## src/rtl/chunked_subtractor_pkg.sv

```systemverilog
// chunked_subtractor_pkg: shared width, chunk default and FSM encodings for the chunked subtractor.
package chunked_subtractor_pkg;
   localparam int NBIT = 16;
   localparam int SUB_CHUNK = 4;
   typedef enum logic [1:0] {IDLE = 2'd0, RUN = 2'd1, DONE = 2'd2} state_t;
endpackage

```

## src/rtl/chunked_subtractor_if.sv

```systemverilog
// chunked_subtractor_if: start/done handshake and operand/result bus; ovf exists only with SUB_OVF_EN.
interface chunked_subtractor_if;
   import chunked_subtractor_pkg::*;
   logic start;
   logic [NBIT-1:0] a;
   logic [NBIT-1:0] b;
   logic ready;
   logic done;
   logic [NBIT-1:0] d;
   logic borrow;
`ifdef SUB_OVF_EN
   logic ovf;
`endif
   modport master (output start, a, b, input ready, done, d, borrow
`ifdef SUB_OVF_EN
      , ovf
`endif
   );
   modport slave (input start, a, b, output ready, done, d, borrow
`ifdef SUB_OVF_EN
      , ovf
`endif
   );
endinterface

```

## src/rtl/chunked_subtractor_sub_chunk.sv

```systemverilog
// sub_chunk: combinational CHUNK-bit ripple-borrow subtractor, diff = x - y - bin.
module sub_chunk #(
   parameter int CHUNK = 4
) (
   input  logic [CHUNK-1:0] x,
   input  logic [CHUNK-1:0] y,
   input  logic             bin,
   output logic [CHUNK-1:0] diff,
   output logic             bout
);
   logic [CHUNK:0] br;
   always_comb begin
      br = '0;
      diff = '0;
      br[0] = bin;
      for (int i = 0; i < CHUNK; i++) begin
         diff[i] = x[i] ^ y[i] ^ br[i];
         br[i+1] = (~x[i] & y[i]) | (~x[i] & br[i]) | (y[i] & br[i]);
      end
   end
   assign bout = br[CHUNK];
endmodule

```

## src/rtl/chunked_subtractor.sv

```systemverilog
// chunked_subtractor: multi-cycle d = a - b, CHUNK bits per clock with a registered inter-chunk borrow.
// Optional signed-overflow output enabled by defining SUB_OVF_EN.
module chunked_subtractor
   import chunked_subtractor_pkg::*;
#(
   parameter int CHUNK = SUB_CHUNK
) (
   input logic clk,
   input logic rst,
   chunked_subtractor_if.slave bus
);
   localparam int K = NBIT / CHUNK;
   localparam int IW = (K > 1) ? $clog2(K) : 1;
   state_t state, state_nx;
   logic [NBIT-1:0] a_r, b_r, work, work_nx;
   logic [IW-1:0] idx;
   logic br, bout, last;
   logic [CHUNK-1:0] diff;
   assign last = idx == IW'(K - 1);
   assign bus.ready = state == IDLE;
   assign bus.done = state == DONE;
   sub_chunk #(.CHUNK(CHUNK)) u_sub (
      .x(a_r[idx*CHUNK +: CHUNK]),
      .y(b_r[idx*CHUNK +: CHUNK]),
      .bin(br),
      .diff(diff),
      .bout(bout)
   );
   always_comb begin
      work_nx = work;
      work_nx[idx*CHUNK +: CHUNK] = diff;
   end
   always_comb begin
      state_nx = state;
      state_nx = state == IDLE ? (bus.start ? RUN : IDLE)
               : state == RUN  ? (last ? DONE : RUN)
               : IDLE;
   end
   always_ff @(posedge clk or posedge rst)
      if (rst) state <= IDLE;
      else state <= state_nx;
   always_ff @(posedge clk or posedge rst) begin
      if (rst) begin
         a_r <= '0;
         b_r <= '0;
         work <= '0;
         br <= 1'b0;
         idx <= '0;
         bus.d <= '0;
         bus.borrow <= 1'b0;
`ifdef SUB_OVF_EN
         bus.ovf <= 1'b0;
`endif
      end else if (state == IDLE && bus.start) begin
         a_r <= bus.a;
         b_r <= bus.b;
         work <= '0;
         br <= 1'b0;
         idx <= '0;
      end else if (state == RUN) begin
         work <= work_nx;
         br <= bout;
         idx <= last ? '0 : idx + 1'b1;
         // Publish edge: the final chunk goes straight from the chain to d.
         if (last) begin
            bus.d <= work_nx;
            bus.borrow <= bout;
`ifdef SUB_OVF_EN
            bus.ovf <= (a_r[NBIT-1] != b_r[NBIT-1]) & (work_nx[NBIT-1] != a_r[NBIT-1]);
`endif
         end
      end
   end
endmodule

```

## src/flat_wrapper.sv

```systemverilog
// flat-port wrapper written by rule: the top's interface ports become plain ports
module chunked_subtractor_flat import chunked_subtractor_pkg::*;
#(
   parameter int CHUNK = SUB_CHUNK
)
  (clk, rst, bus_start, bus_a, bus_b, bus_ready, bus_done, bus_d, bus_borrow);
  chunked_subtractor_if bus_i ();
  input logic clk;
  input logic rst;
  input wire logic [$bits(bus_i.start)-1:0] bus_start;
  input wire logic [$bits(bus_i.a)-1:0] bus_a;
  input wire logic [$bits(bus_i.b)-1:0] bus_b;
  output wire logic [$bits(bus_i.ready)-1:0] bus_ready;
  output wire logic [$bits(bus_i.done)-1:0] bus_done;
  output wire logic [$bits(bus_i.d)-1:0] bus_d;
  output wire logic [$bits(bus_i.borrow)-1:0] bus_borrow;
  assign bus_i.start = bus_start;
  assign bus_i.a = bus_a;
  assign bus_i.b = bus_b;
  assign bus_ready = bus_i.ready;
  assign bus_done = bus_i.done;
  assign bus_d = bus_i.d;
  assign bus_borrow = bus_i.borrow;
  chunked_subtractor #(.CHUNK(CHUNK)) u_core (.clk(clk), .rst(rst), .bus(bus_i));
endmodule
```

## config.mk

```make
export PLATFORM = sky130hd
export DESIGN_NAME = chunked_subtractor_flat
export DESIGN_NICKNAME = d
export VERILOG_FILES = /design/src/rtl/chunked_subtractor_pkg.sv /design/src/rtl/chunked_subtractor_if.sv /design/src/rtl/chunked_subtractor_sub_chunk.sv /design/src/rtl/chunked_subtractor.sv /design/src/flat_wrapper.sv
export SDC_FILE = /design/constraint.sdc
export NUM_CORES = 1
export LEC_CHECK = 0
export CORE_ASPECT_RATIO = 0.5
export CORE_MARGIN = 4
export CORE_UTILIZATION = 40
export DETAILED_ROUTE_END_ITERATION = 8
export SYNTH_ARGS = -nofsm -noshare
export SYNTH_HDL_FRONTEND = slang
export SYNTH_HIERARCHICAL = 1
export SYNTH_SLANG_ARGS = --single-unit
export TNS_END_PERCENT = 10
```

## constraint.sdc

```tcl
create_clock -name clk -period 4.91 [get_ports clk]
set_clock_uncertainty 0.05 [all_clocks]
set_input_delay 0.491 -clock clk [delete_from_list [all_inputs] [get_ports clk]]
set_output_delay 0.491 -clock clk [all_outputs]
set_load 0.05 [all_outputs]
```

# == After elaboration in Yosys (flattened, before gate mapping) ==
# Index checks and enable logic that the tools add are counted.
# word_totals
wordCells,66
in_bits,35
register_bits,70
output_inout_bits,19
# op_classes
mux,12
eq_ne,3
reduce_logical,4
n_shift,4
addsub,2
bitwise_logic,33
# ops
operator,n
$neg 4->34,1
$shift 4x34->16 const A,1
$shiftx 4x34->16,1
$mux 16,2
$shiftx 16x5->4,2
$bwmux 16,1
$and 1x1->1,12
$mux 2,6
$or 1x1->1,8
$xor 1x1->1,8
$not 1->1,5
$eq 2x2->1 const B,2
$mux 1,3
$reduce_and 3->1,1
$add 2x1->2 const B,1
$eq 2x1->1 const B,1
$logic_not 2->1,1
$reduce_bool 2->1,1
$logic_and 1x1->1,1

# == Logic depth before layout (Yosys ltp) ==
# logic_depth
depth_word,16
mapped_depth,12
depth_no_buf,10

# == By module ==
# Netlist, hierarchy kept.
# modules_own_cells
mod,cells_per_inst,instances,area_each_um2,seq_area_each_um2
chunked_subtractor,219,1,2971.6,1651.6
sub_chunk,14,1,117.6,0.0

# == Worst setup path before layout ==
# OpenSTA, ideal clock, no wires.
# synth_timing
path_kind,reg-to-reg
start,reg u_core.idx[0]
end,reg u_core.bus.d[11]
path_buffers,2
t_arrival_ns,2.957
setup_slack_ns,1.825
setup_ns,0.077
period_less_slack_ns,3.085
stages_incl_launch_ff,12
t_required_ns,4.783
path_cell_list,dfrtp_1 buf_4 mux4_2 fa_1 inv_1 fa_1 fa_1 inv_1 fa_1 buf_1 a32oi_1 a21oi_1
# synth_via
elab_chain_cells,14
elab_cells_between_ends,34
classes_between,add/sub: 1; eq/ne: 1; shift: 4; mux: 1; bitwise: 26; reduce/logical: 1
# synth_lines
item,line,source
from (decl),chunked_subtractor.sv:16,logic [IW-1:0] idx;
from (signal assigned),chunked_subtractor.sv:63,idx <= last ? '0 : idx + 1'b1;
$shiftx 16x5->4,chunked_subtractor.sv:23,".x(a_r[idx*CHUNK +: CHUNK]),"
$not 1->1,chunked_subtractor_sub_chunk.sv:18,br[i+1] = (~x[i] & y[i]) | (~x[i] & br[i]) | (y[i] & br[i]);
$and 1x1->1,chunked_subtractor_sub_chunk.sv:18,
$or 1x1->1 (2 in series),chunked_subtractor_sub_chunk.sv:18,
$and 1x1->1,chunked_subtractor_sub_chunk.sv:18,
$or 1x1->1 (2 in series),chunked_subtractor_sub_chunk.sv:18,
$and 1x1->1,chunked_subtractor_sub_chunk.sv:18,
$or 1x1->1 (2 in series),chunked_subtractor_sub_chunk.sv:18,
$xor 1x1->1 *,chunked_subtractor_sub_chunk.sv:17,diff[i] = x[i] ^ y[i] ^ br[i];
net u_core.diff[3],chunked_subtractor.sv:18,logic [CHUNK-1:0] diff;
$shiftx 4x34->16 *,chunked_subtractor.sv:31,work_nx[idx*CHUNK +: CHUNK] = diff;
$bwmux 16 *,chunked_subtractor.sv:31,
to (signal assigned),chunked_subtractor.sv:66,bus.d <= work_nx;
to (decl),chunked_subtractor_if.sv:19,"modport slave (input start, a, b, output ready, done, d, borrow"
# Mark *: on every way through the listed nets, which the timed path passes. The rest lies on a longest branch.
# A chain may end at the register's enable or synchronous reset.

# == Worst setup path in the final report ==
# Ends and elaborated chain as after synthesis.

==> flow_summary.json <==
{
  "place_congestion": 0.8195,
  "die_area_um2": 9278,
  "area_growth_pct": 27.74,
  "drc_errors": 0,
  "diodes": 0,
  "final.setup.tns_ns": 0,
  "clk_latency_ns": 0.33,
  "crit_required_ns": 5.06,
  "min_path_type": "reg -> reg",
  "drtAntennaViolNets": 0,
  "synth.largest_area_cell": "dfrtp_1",
  "period_minus_slack_ns": 3.388,
  "synth-edff-count": 0,
  "postCtsSetupRepairBufs": 0,
  "crit_path_start_kind": "flop",
  "finalHoldViolations": 0,
  "via_count": 1983,
  "drv_slew": 0,
  "drive_above_1_share": 0.2260,
  "cts_sinks": 66,
  "yosys-top-cells-count": "dfrtp_1 (66), mux2_2 (31), a21oi_1 (21)",
  "cts_root_buffer": "clkbuf_16",
  "cts_resized": 0,
  "ys_top_cells_by_area": "dfrtp_1 (53%), mux2_2 (11%), mux4_2 (5.8%), a22o_1 (5.1%), a21oi_1 (3.4%)",
  "die_x_um": 132.3,
  "synth-async-reset-ratio": 1.000,
  "synth.cell_area_um2": 3089,
  "synthFlopType": "dfrtp_1",
  "cp.arrival_ns": 3.54,
  "start_util": 0.4172,
  "avgSynthCellArea_um2": 13.26,
  "status": "finished clean",
  "max_freq_mhz": 295.1,
  "post-route-period-util": 0.6901,
  "ios": 54,
  "grt_pass1_wl_um": 10850,
  "cts_max_level": 3,
  "nets": 331,
  "yosysUniqueCellTypes": 31,
  "relSlewSlack": 0.4457,
  "rsz0062_at_grt": "no",
  "cts_tree": "built",
  "die-height_um": 70.14,
  "ys_warn_count": 6,
  "io_buffer_count": 53,
  "numCtsBuffers": 9,
  "worstSetupPathType": "reg -> reg",
  "post-route-util": 0.5330,
  "cts_buffer_depth": 2,
  "firstDrtPassIters": 4,
  "wl_per_cell_um": 16.61,
  "critPathCaptureType": "flop",
  "grt_max_degree": 67,
  "totalWireLength_um": 6446,
  "antenna_found_initial": 0,
  "vias_per_cell": 5.111,
  "syn-instance-count": 233,
  "worstPathMaxFanout": 10,
  "worst_slew_pin_slew_ns": 0.8315,
  "post-dp-hpwl_um": 4519,
  "drtIter0Drc": 149,
  "drv_cap": 0,
  "ys_seq_elements": 66,
  "hold_buffers": 0,
  "syn_nets": 277,
  "clkTransAtPathRegs_ns": 0.05,
  "yosysSeqAreaShare": 0.5346,
  "yosysMostFrequentCell": "dfrtp_1",
  "grt_usage": 0.1523,
  "grt_pass1_vias": 2137,
  "grt_overflow": 0,
  "rows": 22,
  "setup_viol_count_final": 0,
  "core_um2": 7405,
  "yosysTopAreaCellShare": 0.5346
}
==> metal layers <==
layer	wire (um)	vias up	global-route usage	share of wire
met5	0	-	0	0
met4	106	0	0.06221	0.016
met3	301	8	0.05683	0.047
met2	3042	52	0.2264	0.47
met1	2995	986	0.2018	0.46
li1	-	937	-	-
==> worst paths after layout <==
check / start / end / slack (ns) / cells after the start
setup / recovery: u_core/idx[0] / u_core/bus.d[11] / 1.52 / 8
max in group asynchronous: rst / u_core/b_r[14] / 3.59 / 3
setup reg to reg: u_core/idx[0] / u_core/bus.d[11] / 1.52 / 8
min in group asynchronous: rst / u_core/idx[0] / 0.67 / 3
hold / removal: u_core/a_r[7] / u_core/a_r[7] / 0.43 / 1
hold reg to reg: u_core/a_r[7] / u_core/a_r[7] / 0.43 / 1
==> cell usage in the layout (no fill, tap or decap), drive strengths merged <==
| cell | n |
|---|---|
| clkinvlp | 1 |
| clkbuf | 10 |
| a32oi | 4 |
| a21o | 3 |
| clkdlybuf4s50 | 53 |
| dfrtp | 66 |
| and2 | 2 |
| a22o | 18 |
| and3 | 1 |
| nor2 | 13 |
| buf | 3 |
| nand2b | 3 |
| nor3b | 3 |
| fa | 4 |
| o31ai | 1 |
| nor2b | 11 |
| mux4 | 8 |
| nor4 | 1 |
| and4b | 1 |
| o21bai | 1 |
| clkinv | 6 |
| ha | 5 |
| mux2 | 33 |
| nand2 | 6 |
| inv | 14 |
| a21oi | 21 |
==> sequential cells by signal (all words and copies together), names as in the netlist <==
name               count
u_core/br              1
u_core/work           12
u_core/idx             2
u_core/b_r            16
u_core/bus.d          16
u_core/a_r            16
u_core/state           2
u_core/bus.borrow      1
==> critical path: stages, from the launching register on <==
cell and delay (ns):
dfrtp_1 0.61, buf_4 0.27, mux4_2 0.55, fa_1 0.45, fa_1 0.38, inv_1 0.08
fa_1 0.54, a32oi_1 0.24, a21oi_1 0.09
==> per-stage QoR <==
| stage | cells | area, um2 | setup WS [ns] | hold slack [ns] |
|---|---|---|---|---|
| finish | 388 | 3946 | 1.522 | 0.4307 |
| global route | 388 | 3946 | 1.353 | 0.4609 |
| CTS | 388 | 3946 | 1.514 | 0.4364 |
| detailed placement | 372 | 3675 | 1.521 | 0.4252 |
| global placement | 372 | 3675 | 1.633 | 0.4203 |
| floorplan | 233 | 3089 | 1.825 | 0.4024 |
==> cell type report <==
type	instances	area, um2
Clock buffer	10	239.0
Clock inverter	6	32.53
Fill cell	646	3458
Inverter	15	57.56
Multi-Input combinational cell	139	1292
Sequential cell	66	1652
Tap cell	96	120.1
Timing Repair Buffer	56	553.0
==> cells by family after synthesis <==
| kind of cell | after synthesis | share of synthesized area |
|---|---|---|
| flip-flops | 66 | 0.5346 |
| AO/OA/AOI/OAI | 48 | 0.1085 |
| multiplexers | 41 | 0.1786 |
| AND/OR/NAND/NOR | 41 | 0.08506 |
| buffers and inverters | 28 | 0.04698 |
| adder cells (fa/ha/maj) | 9 | 0.04617 |
Power is not shown: default switching activity piles up to over one toggle a cycle in this logic, so the estimate is an artifact.
